## src/rtl/fnd_pkg.sv

```systemverilog
// Shared FND bus constants: 7-seg patterns (same table as the fnd_controller encoder),
// bus widths and the decode result type.
package fnd_pkg;
    localparam int NUM_DIGITS = 4;
    localparam int COM_W      = 4;
    localparam int DATA_W     = 8;
    localparam int SEG_W      = 7;
    localparam int DIG_W      = 4;

    // Active-low {g,f,e,d,c,b,a}
    localparam logic [SEG_W-1:0] SEG_0     = 7'h40;
    localparam logic [SEG_W-1:0] SEG_1     = 7'h79;
    localparam logic [SEG_W-1:0] SEG_2     = 7'h24;
    localparam logic [SEG_W-1:0] SEG_3     = 7'h30;
    localparam logic [SEG_W-1:0] SEG_4     = 7'h19;
    localparam logic [SEG_W-1:0] SEG_5     = 7'h12;
    localparam logic [SEG_W-1:0] SEG_6     = 7'h02;
    localparam logic [SEG_W-1:0] SEG_7     = 7'h78;
    localparam logic [SEG_W-1:0] SEG_8     = 7'h00;
    localparam logic [SEG_W-1:0] SEG_9     = 7'h10;
    localparam logic [SEG_W-1:0] SEG_BLANK = 7'h7F;

    localparam logic [COM_W-1:0]  COM_IDLE  = 4'hF;
    localparam logic [DATA_W-1:0] DATA_IDLE = 8'hFF;
    localparam logic [DIG_W-1:0]  DIG_BLANK = 4'hE;
    localparam logic [DIG_W-1:0]  DIG_ERR   = 4'hF;

    typedef struct packed {
        logic [COM_W-1:0]  com;
        logic [DATA_W-1:0] data;
    } fnd_bus_t;

    typedef struct packed {
        logic [DIG_W-1:0] bcd;
        logic             blank;
        logic             err;
    } seg_dec_t;
endpackage

```

## src/rtl/fnd_scan_decoder_if.sv

```systemverilog
// Scanned FND bus in, decoded frame/status out. master = bus driver / monitor consumer.
interface fnd_scan_decoder_if;
    import fnd_pkg::*;
    logic [COM_W-1:0]                 fnd_com;
    logic [DATA_W-1:0]                fnd_data;
    logic [NUM_DIGITS*DIG_W-1:0]      digits;
    logic [NUM_DIGITS-1:0]            dp;
    logic                             frame_valid;
    logic                             seg_err;
    logic                             com_err;
    logic                             stale;

    modport master (output fnd_com, fnd_data,
                    input  digits, dp, frame_valid, seg_err, com_err, stale);
    modport slave  (input  fnd_com, fnd_data,
                    output digits, dp, frame_valid, seg_err, com_err, stale);
endinterface

```

## src/rtl/fnd_seg_decode.sv

```systemverilog
// Combinational 7-seg (active-low) to BCD decode; blank -> DIG_BLANK, unknown -> DIG_ERR.
module fnd_seg_decode
    import fnd_pkg::*;
(
    input  logic [SEG_W-1:0] seg,
    output seg_dec_t         dec
);
    always_comb begin
        dec = '0;
        case (seg)
            SEG_0:     dec.bcd = 4'd0;
            SEG_1:     dec.bcd = 4'd1;
            SEG_2:     dec.bcd = 4'd2;
            SEG_3:     dec.bcd = 4'd3;
            SEG_4:     dec.bcd = 4'd4;
            SEG_5:     dec.bcd = 4'd5;
            SEG_6:     dec.bcd = 4'd6;
            SEG_7:     dec.bcd = 4'd7;
            SEG_8:     dec.bcd = 4'd8;
            SEG_9:     dec.bcd = 4'd9;
            SEG_BLANK: begin dec.bcd = DIG_BLANK; dec.blank = 1'b1; end
            default:   begin dec.bcd = DIG_ERR;   dec.err   = 1'b1; end
        endcase
    end
endmodule

```

## src/rtl/fnd_scan_decoder.sv

```systemverilog
// Receives the multiplexed FND bus: sync, stability filter, per-digit decode into a shadow
// frame, publish on completion, and a stale-frame timer.
module fnd_scan_decoder
    import fnd_pkg::*;
#(
    parameter int STABLE_CYCLES = 4,
    parameter int FRAME_TIMEOUT = 1_000_000
) (
    input  logic               clk,
    input  logic               reset,
    fnd_scan_decoder_if.slave  bus
);
    localparam int CNT_W = $clog2(STABLE_CYCLES + 1);
    localparam int TMR_W = $clog2(FRAME_TIMEOUT + 1);
    localparam logic [CNT_W-1:0] CNT_MAX = CNT_W'(STABLE_CYCLES);
    localparam logic [CNT_W-1:0] CNT_STB = CNT_W'(STABLE_CYCLES - 1);
    localparam logic [TMR_W-1:0] TMR_MAX = TMR_W'(FRAME_TIMEOUT);
    localparam fnd_bus_t BUS_IDLE = '{com: COM_IDLE, data: DATA_IDLE};

    fnd_bus_t [1:0]                         sync_q, sync_d;
    fnd_bus_t                               prev_q, prev_d;
    logic [CNT_W-1:0]                       cnt_q, cnt_d;
    logic [TMR_W-1:0]                       timer_q, timer_d;
    logic [NUM_DIGITS-1:0][DIG_W-1:0]       shadow_q, shadow_d, digits_q, digits_d;
    logic [NUM_DIGITS-1:0]                  shadow_dp_q, shadow_dp_d, dp_q, dp_d;
    logic [NUM_DIGITS-1:0]                  mask_q, mask_d;
    logic                                   frame_valid_q, frame_valid_d;
    logic                                   seg_err_q, seg_err_d, com_err_q, com_err_d;

    logic                  strobe;
    logic [COM_W-1:0]      sel;
    seg_dec_t              dec;

    // prev_q holds the value the stability window was measured on, so decode uses it
    assign strobe = (cnt_q == CNT_STB);
    assign sel    = ~prev_q.com;

    fnd_seg_decode u_dec (.seg(prev_q.data[SEG_W-1:0]), .dec(dec));

    always_comb begin
        sync_d        = {sync_q[0], fnd_bus_t'({bus.fnd_com, bus.fnd_data})};
        prev_d        = sync_q[1];
        cnt_d         = cnt_q;
        shadow_d      = shadow_q;
        shadow_dp_d   = shadow_dp_q;
        mask_d        = mask_q;
        digits_d      = digits_q;
        dp_d          = dp_q;
        frame_valid_d = 1'b0;
        seg_err_d     = 1'b0;
        com_err_d     = 1'b0;
        timer_d       = timer_q;

        if (sync_q[1] != prev_q)  cnt_d = '0;
        else if (cnt_q != CNT_MAX) cnt_d = cnt_q + CNT_W'(1);

        if (strobe && prev_q.com != COM_IDLE) begin
            if (!$onehot(sel)) begin
                com_err_d = 1'b1;
            end else begin
                seg_err_d = dec.err && !dec.blank;
                for (int i = 0; i < NUM_DIGITS; i++) begin
                    if (sel[i]) begin
                        shadow_d[i]    = dec.bcd;
                        shadow_dp_d[i] = ~prev_q.data[DATA_W-1];
                    end
                end
                mask_d = mask_q | sel;
                // Publish includes the digit written on this same edge
                if (&mask_d) begin
                    digits_d      = shadow_d;
                    dp_d          = shadow_dp_d;
                    frame_valid_d = 1'b1;
                    mask_d        = '0;
                end
            end
        end

        if (frame_valid_d)         timer_d = '0;
        else if (timer_q != TMR_MAX) timer_d = timer_q + TMR_W'(1);
    end

    always_ff @(posedge clk or posedge reset) begin
        if (reset) begin
            sync_q        <= {BUS_IDLE, BUS_IDLE};
            prev_q        <= BUS_IDLE;
            cnt_q         <= '0;
            shadow_q      <= '0;
            shadow_dp_q   <= '0;
            mask_q        <= '0;
            digits_q      <= '0;
            dp_q          <= '0;
            frame_valid_q <= 1'b0;
            seg_err_q     <= 1'b0;
            com_err_q     <= 1'b0;
            timer_q       <= '0;
        end else begin
            sync_q        <= sync_d;
            prev_q        <= prev_d;
            cnt_q         <= cnt_d;
            shadow_q      <= shadow_d;
            shadow_dp_q   <= shadow_dp_d;
            mask_q        <= mask_d;
            digits_q      <= digits_d;
            dp_q          <= dp_d;
            frame_valid_q <= frame_valid_d;
            seg_err_q     <= seg_err_d;
            com_err_q     <= com_err_d;
            timer_q       <= timer_d;
        end
    end

    assign bus.digits      = digits_q;
    assign bus.dp          = dp_q;
    assign bus.frame_valid = frame_valid_q;
    assign bus.seg_err     = seg_err_q;
    assign bus.com_err     = com_err_q;
    assign bus.stale       = (timer_q == TMR_MAX);
endmodule

```

## src/flat_wrapper.sv

```systemverilog
// flat-port wrapper written by rule: the top's interface ports become plain ports
module fnd_scan_decoder_flat import fnd_pkg::*;
#(
    parameter int STABLE_CYCLES = 4,
    parameter int FRAME_TIMEOUT = 1_000_000
)
  (clk, reset, bus_fnd_com, bus_fnd_data, bus_digits, bus_dp, bus_frame_valid, bus_seg_err, bus_com_err, bus_stale);
  fnd_scan_decoder_if bus_i ();
  input  logic clk;
  input  logic reset;
  input wire logic [$bits(bus_i.fnd_com)-1:0] bus_fnd_com;
  input wire logic [$bits(bus_i.fnd_data)-1:0] bus_fnd_data;
  output wire logic [$bits(bus_i.digits)-1:0] bus_digits;
  output wire logic [$bits(bus_i.dp)-1:0] bus_dp;
  output wire logic [$bits(bus_i.frame_valid)-1:0] bus_frame_valid;
  output wire logic [$bits(bus_i.seg_err)-1:0] bus_seg_err;
  output wire logic [$bits(bus_i.com_err)-1:0] bus_com_err;
  output wire logic [$bits(bus_i.stale)-1:0] bus_stale;
  assign bus_i.fnd_com = bus_fnd_com;
  assign bus_i.fnd_data = bus_fnd_data;
  assign bus_digits = bus_i.digits;
  assign bus_dp = bus_i.dp;
  assign bus_frame_valid = bus_i.frame_valid;
  assign bus_seg_err = bus_i.seg_err;
  assign bus_com_err = bus_i.com_err;
  assign bus_stale = bus_i.stale;
  fnd_scan_decoder #(.STABLE_CYCLES(STABLE_CYCLES), .FRAME_TIMEOUT(FRAME_TIMEOUT)) u_core (.clk(clk), .reset(reset), .bus(bus_i));
endmodule
```

## config.mk

```make
export PLATFORM = sky130hd
export DESIGN_NAME = fnd_scan_decoder_flat
export DESIGN_NICKNAME = d
export VERILOG_FILES = /design/src/rtl/fnd_pkg.sv /design/src/rtl/fnd_scan_decoder_if.sv /design/src/rtl/fnd_seg_decode.sv /design/src/rtl/fnd_scan_decoder.sv /design/src/flat_wrapper.sv
export SDC_FILE = /design/constraint.sdc
export NUM_CORES = 1
export LEC_CHECK = 0
export CAP_MARGIN = 10
export CORE_UTILIZATION = 55
export CTS_CLUSTER_DIAMETER = 30
export CTS_CLUSTER_SIZE = 12
export DETAILED_ROUTE_END_ITERATION = 6
export PLACE_DENSITY = 0.8
export SYNTH_ARGS = -nofsm -noshare
export SYNTH_HDL_FRONTEND = slang
export SYNTH_SLANG_ARGS = --single-unit
```

## constraint.sdc

```tcl
create_clock -name clk -period 4.3 [get_ports clk]
set_input_delay 0.43 -clock clk [delete_from_list [all_inputs] [get_ports clk]]
set_output_delay 0.43 -clock clk [all_outputs]
set_load 0.01 [all_outputs]
```

==> run_results.csv <==
group,metric,value,unit
global_route,grt_max_degree,91,
logic_synthesis,synth-seq-cells,106,
logic_synthesis,synth.net_count,436,
place,placed_cell_area,4950,um^2
place,dp_hpwl,5700,um
cts,ctsLongestPathBuffers,2,
logic_synthesis,synthMuxAreaShare,2.10,%
power_and_ir_drop,p_per_area,336,nW/um^2
cells_and_area,drive_gt1_share,14.8,%
logic_synthesis,synth_top_family_by_area,"simple AND/OR/NAND/NOR gates",
detailed_routing,wire_per_inst,15.1,um
logic_synthesis,syn_avg_cell_area,11.0,um^2
sta,fin_crit_sh,83.9,%
detailed_routing,dr.pass1.iters,4,
detailed_routing,routed_via_density,5.56,
global_route,grt_pass1_vias,2974,
hold_path,hold_path.class,"register to register",
job,drv_cap,0,
die,die_w,92.8,um
place,gp_congestion,0.889,
cts,cts_resized,0,
logic_synthesis,yosysUniqueCellTypes,52,
sta,fin_skew,15.1,ps
die,start_util,57.8,%
sta,hold_viol,0,
sta,slew_violations,0,
die,die_area,8610,um^2
cells_and_area,final_cell_mix,"dfrtp_1, nor2_1, nand2_1",
cts,path_clk_slew,100,ps
detailed_routing,drc,0,
cells_and_area,fin_nets,467,
detailed_routing,num_vias,3051,
cells_and_area,num-fill-cells,638,
logic_synthesis,async_flop_share,100,%
detailed_routing,drtIter0Drc,236,
status,status,"complete, no violations",
logic_synthesis,synth_seq_area_share,59.5,%
logic_synthesis,synthCells,411,
logic_synthesis,syn_area,4530,um^2
sta,fmax,277,MHz
setup_path,worst-setup-path-type,"register to register",
sta,grt_setup_unrepaired,"no",
setup_path,critPathSlowestCell,"dfstp_2",
detailed_routing,ant_nets,0,
setup_path,crit_top_cell,"ha_1",
cts,cts_root_buffer,"clkbuf_8",
setup_path,critPathArrivalTime,3820,ps
cts,cts_tree,"yes",
place,dp_slack,725,ps
sta,finalWorstSetupSlack,694,ps
global_route,antenna_found_initial,0,
cts,clk_latency,370,ps
setup_path,cp.required,4520,ps
cells_and_area,layout_commonest_cell,"dfrtp_1",
logic_synthesis,synth_edf_count,0,
setup_path,cp-end-kind,"register",
setup_path,slowest_delay,650,ps
sta,fin_tns_setup,0,ps
sta,timing.slew.headroom,29.9,%
cts,post-cts-setup-buffer-count,0,
logic_synthesis,synth-xor-area-share,5.79,%
sta,finalSetupViolations,0,
logic_synthesis,synth_simple_gate_area_share,16.9,%
power_and_ir_drop,ir_worst_vdd,0.000163,V
sta,fin_crit,3610,ps
cts,cts_hold_buffers,0,
global_route,grt_overflow,0,
logic_synthesis,ys_warn_count,0,
global_route,grt_pass1_wl,14500,um
setup_path,path_cells,"inv_1 > ha_1 > ha_1 > fa_1 > nor3b_2 > nand3_1 > or3_1 > clkinv_4 > mux2i_1 > a41oi_1",
setup_path,path_max_fanout,53,
die,die_y,92.8,um
place,port_buffers,37,
cells_and_area,syn_to_final_growth,13.7,%
die,fp-row-count,32,
cts,clock-sinks,106,
global_route,track_usage,22.1,%
cells_and_area,stdcell_area,5150,um^2
cells_and_area,antennaDiodeCount,0,
sta,tightest_slew,1050,ps
die,pin_count,38,
setup_path,start_kind,"register",
die,coreArea,7850,um^2
cts,htree_levels,3,
logic_synthesis,synth_fa_ha_area_share,3.20,%
cts,cts_buffers,9,
logic_synthesis,synth-compound-area-share,9.05,%
power_and_ir_drop,p_leak,2.21,nW
detailed_routing,drt-total-wl,8320,um
logic_synthesis,synth-main-ff-cell,"dfrtp_1",
[final timing paths]
| path | startpoint | to | slack (ps) | cells past startpoint |
|---|---|---|---|---|
| setup reg to reg | u_core.prev_q[10] | u_core.bus.digits[8] | 690 | 10 |
| max in group asynchronous | reset | u_core.prev_q[8] | 2720 | 3 |
| min in group asynchronous | reset | u_core.shadow_q[15] | 690 | 2 |
| hold reg to reg | u_core.sync_d[12] | u_core.prev_d[0] | 360 | 0 |
| setup / recovery | u_core.prev_q[10] | u_core.bus.digits[8] | 690 | 10 |
| hold / removal | u_core.sync_d[12] | u_core.prev_d[0] | 360 | 0 |
[through the flow]
step                      power (mW)  utilization, %  instances  hold slack, ps
after CTS                       1.75            65.7        549             361
after global routing            1.80            65.7        549             363
final                           1.73            65.7        549             360
after floorplan                 1.11               -        411             345
after global placement          1.14            63.1        533             346
after detailed placement        1.14            63.1        533             347
[report_power, final]
group	total [mW]	internal (mW)	switching (mW)
combinational	0.0728	0.0285	0.0442
sequential	1.05	1.03	0.0213
clock	0.609	0.283	0.326
[cell usage after synthesis (all sizes together) (2+ instances only)]
master  instances  area share [%]
a21oi          24             2.7
a31oi           5            0.69
a41oi           4            0.77
and2            2            0.28
and3            2            0.28
and4            2            0.39
and4b           2            0.44
buf            11             1.6
clkbuf          8            0.66
dfrtp          70              39
dfstp          36              21
ha             10             2.8
inv            12            0.99
mux2            4            0.99
mux2i           5             1.1
nand2          40             3.3
nand2b          5            0.69
nand3          19             2.1
nand4           4            0.55
nor2           57             4.8
nor3            3            0.33
nor3b           2            0.44
nor4            8             1.2
o211ai          9             1.5
o21ai          12             1.3
o22ai           2            0.28
o31ai           3            0.50
or3             5            0.69
xnor2           7             1.4
xor2           23             4.4
[worst max-delay path: cells and delay by family (launching register included)]
kind	cells	cell delay [ps]
multiplexers	1	250
buffers and inverters	2	530
AND/OR/NAND/NOR	3	970
flip-flops	1	650
AO/OA/AOI/OAI	1	70
adder cells (fa/ha/maj)	3	980
[routing by layer]
layer	routed length, um	GRT usage, %
met5	0	0
met3	312	3.53
met1	3900	30.8
met4	210	10.1
met2	3890	34.1
[registers in the layout (all words and copies together) (netlist names), 3 cells and up]
name,count
u_core.timer_q,20
u_core.bus.digits,16
u_core.shadow_q,16
u_core.prev_d,12
u_core.prev_q,12
u_core.sync_d,12
u_core.bus.dp,4
u_core.mask_q,4
u_core.shadow_dp_q,4
u_core.cnt_q,3
[cells by family (layout without fill, tap and decap cells)]
family | count (synthesis) | in the layout
AOI/OAI and AO/OA | 65 | 65
DFF | 106 | 106
and+or+nand+nor | 158 | 158
muxes | 9 | 9
adders and majority gates | 11 | 11
xor gates and xnor gates | 30 | 30
buffers and inverters | 32 | 68
[area by class of cell]
type | instances | area [um^2] | share of cell area (%)
multi-input combinational | 273 | 1680 | 32.6
tap | 102 | 128 | 2.48
clock inverter | 4 | 27.5 | 0.534
timing repair buffer | 39 | 385 | 7.48
inverter | 13 | 56.3 | 1.09
clock buffer | 12 | 178 | 3.45
sequential | 106 | 2700 | 52.3
No activity file was read; power rests on OpenSTA's default activity.
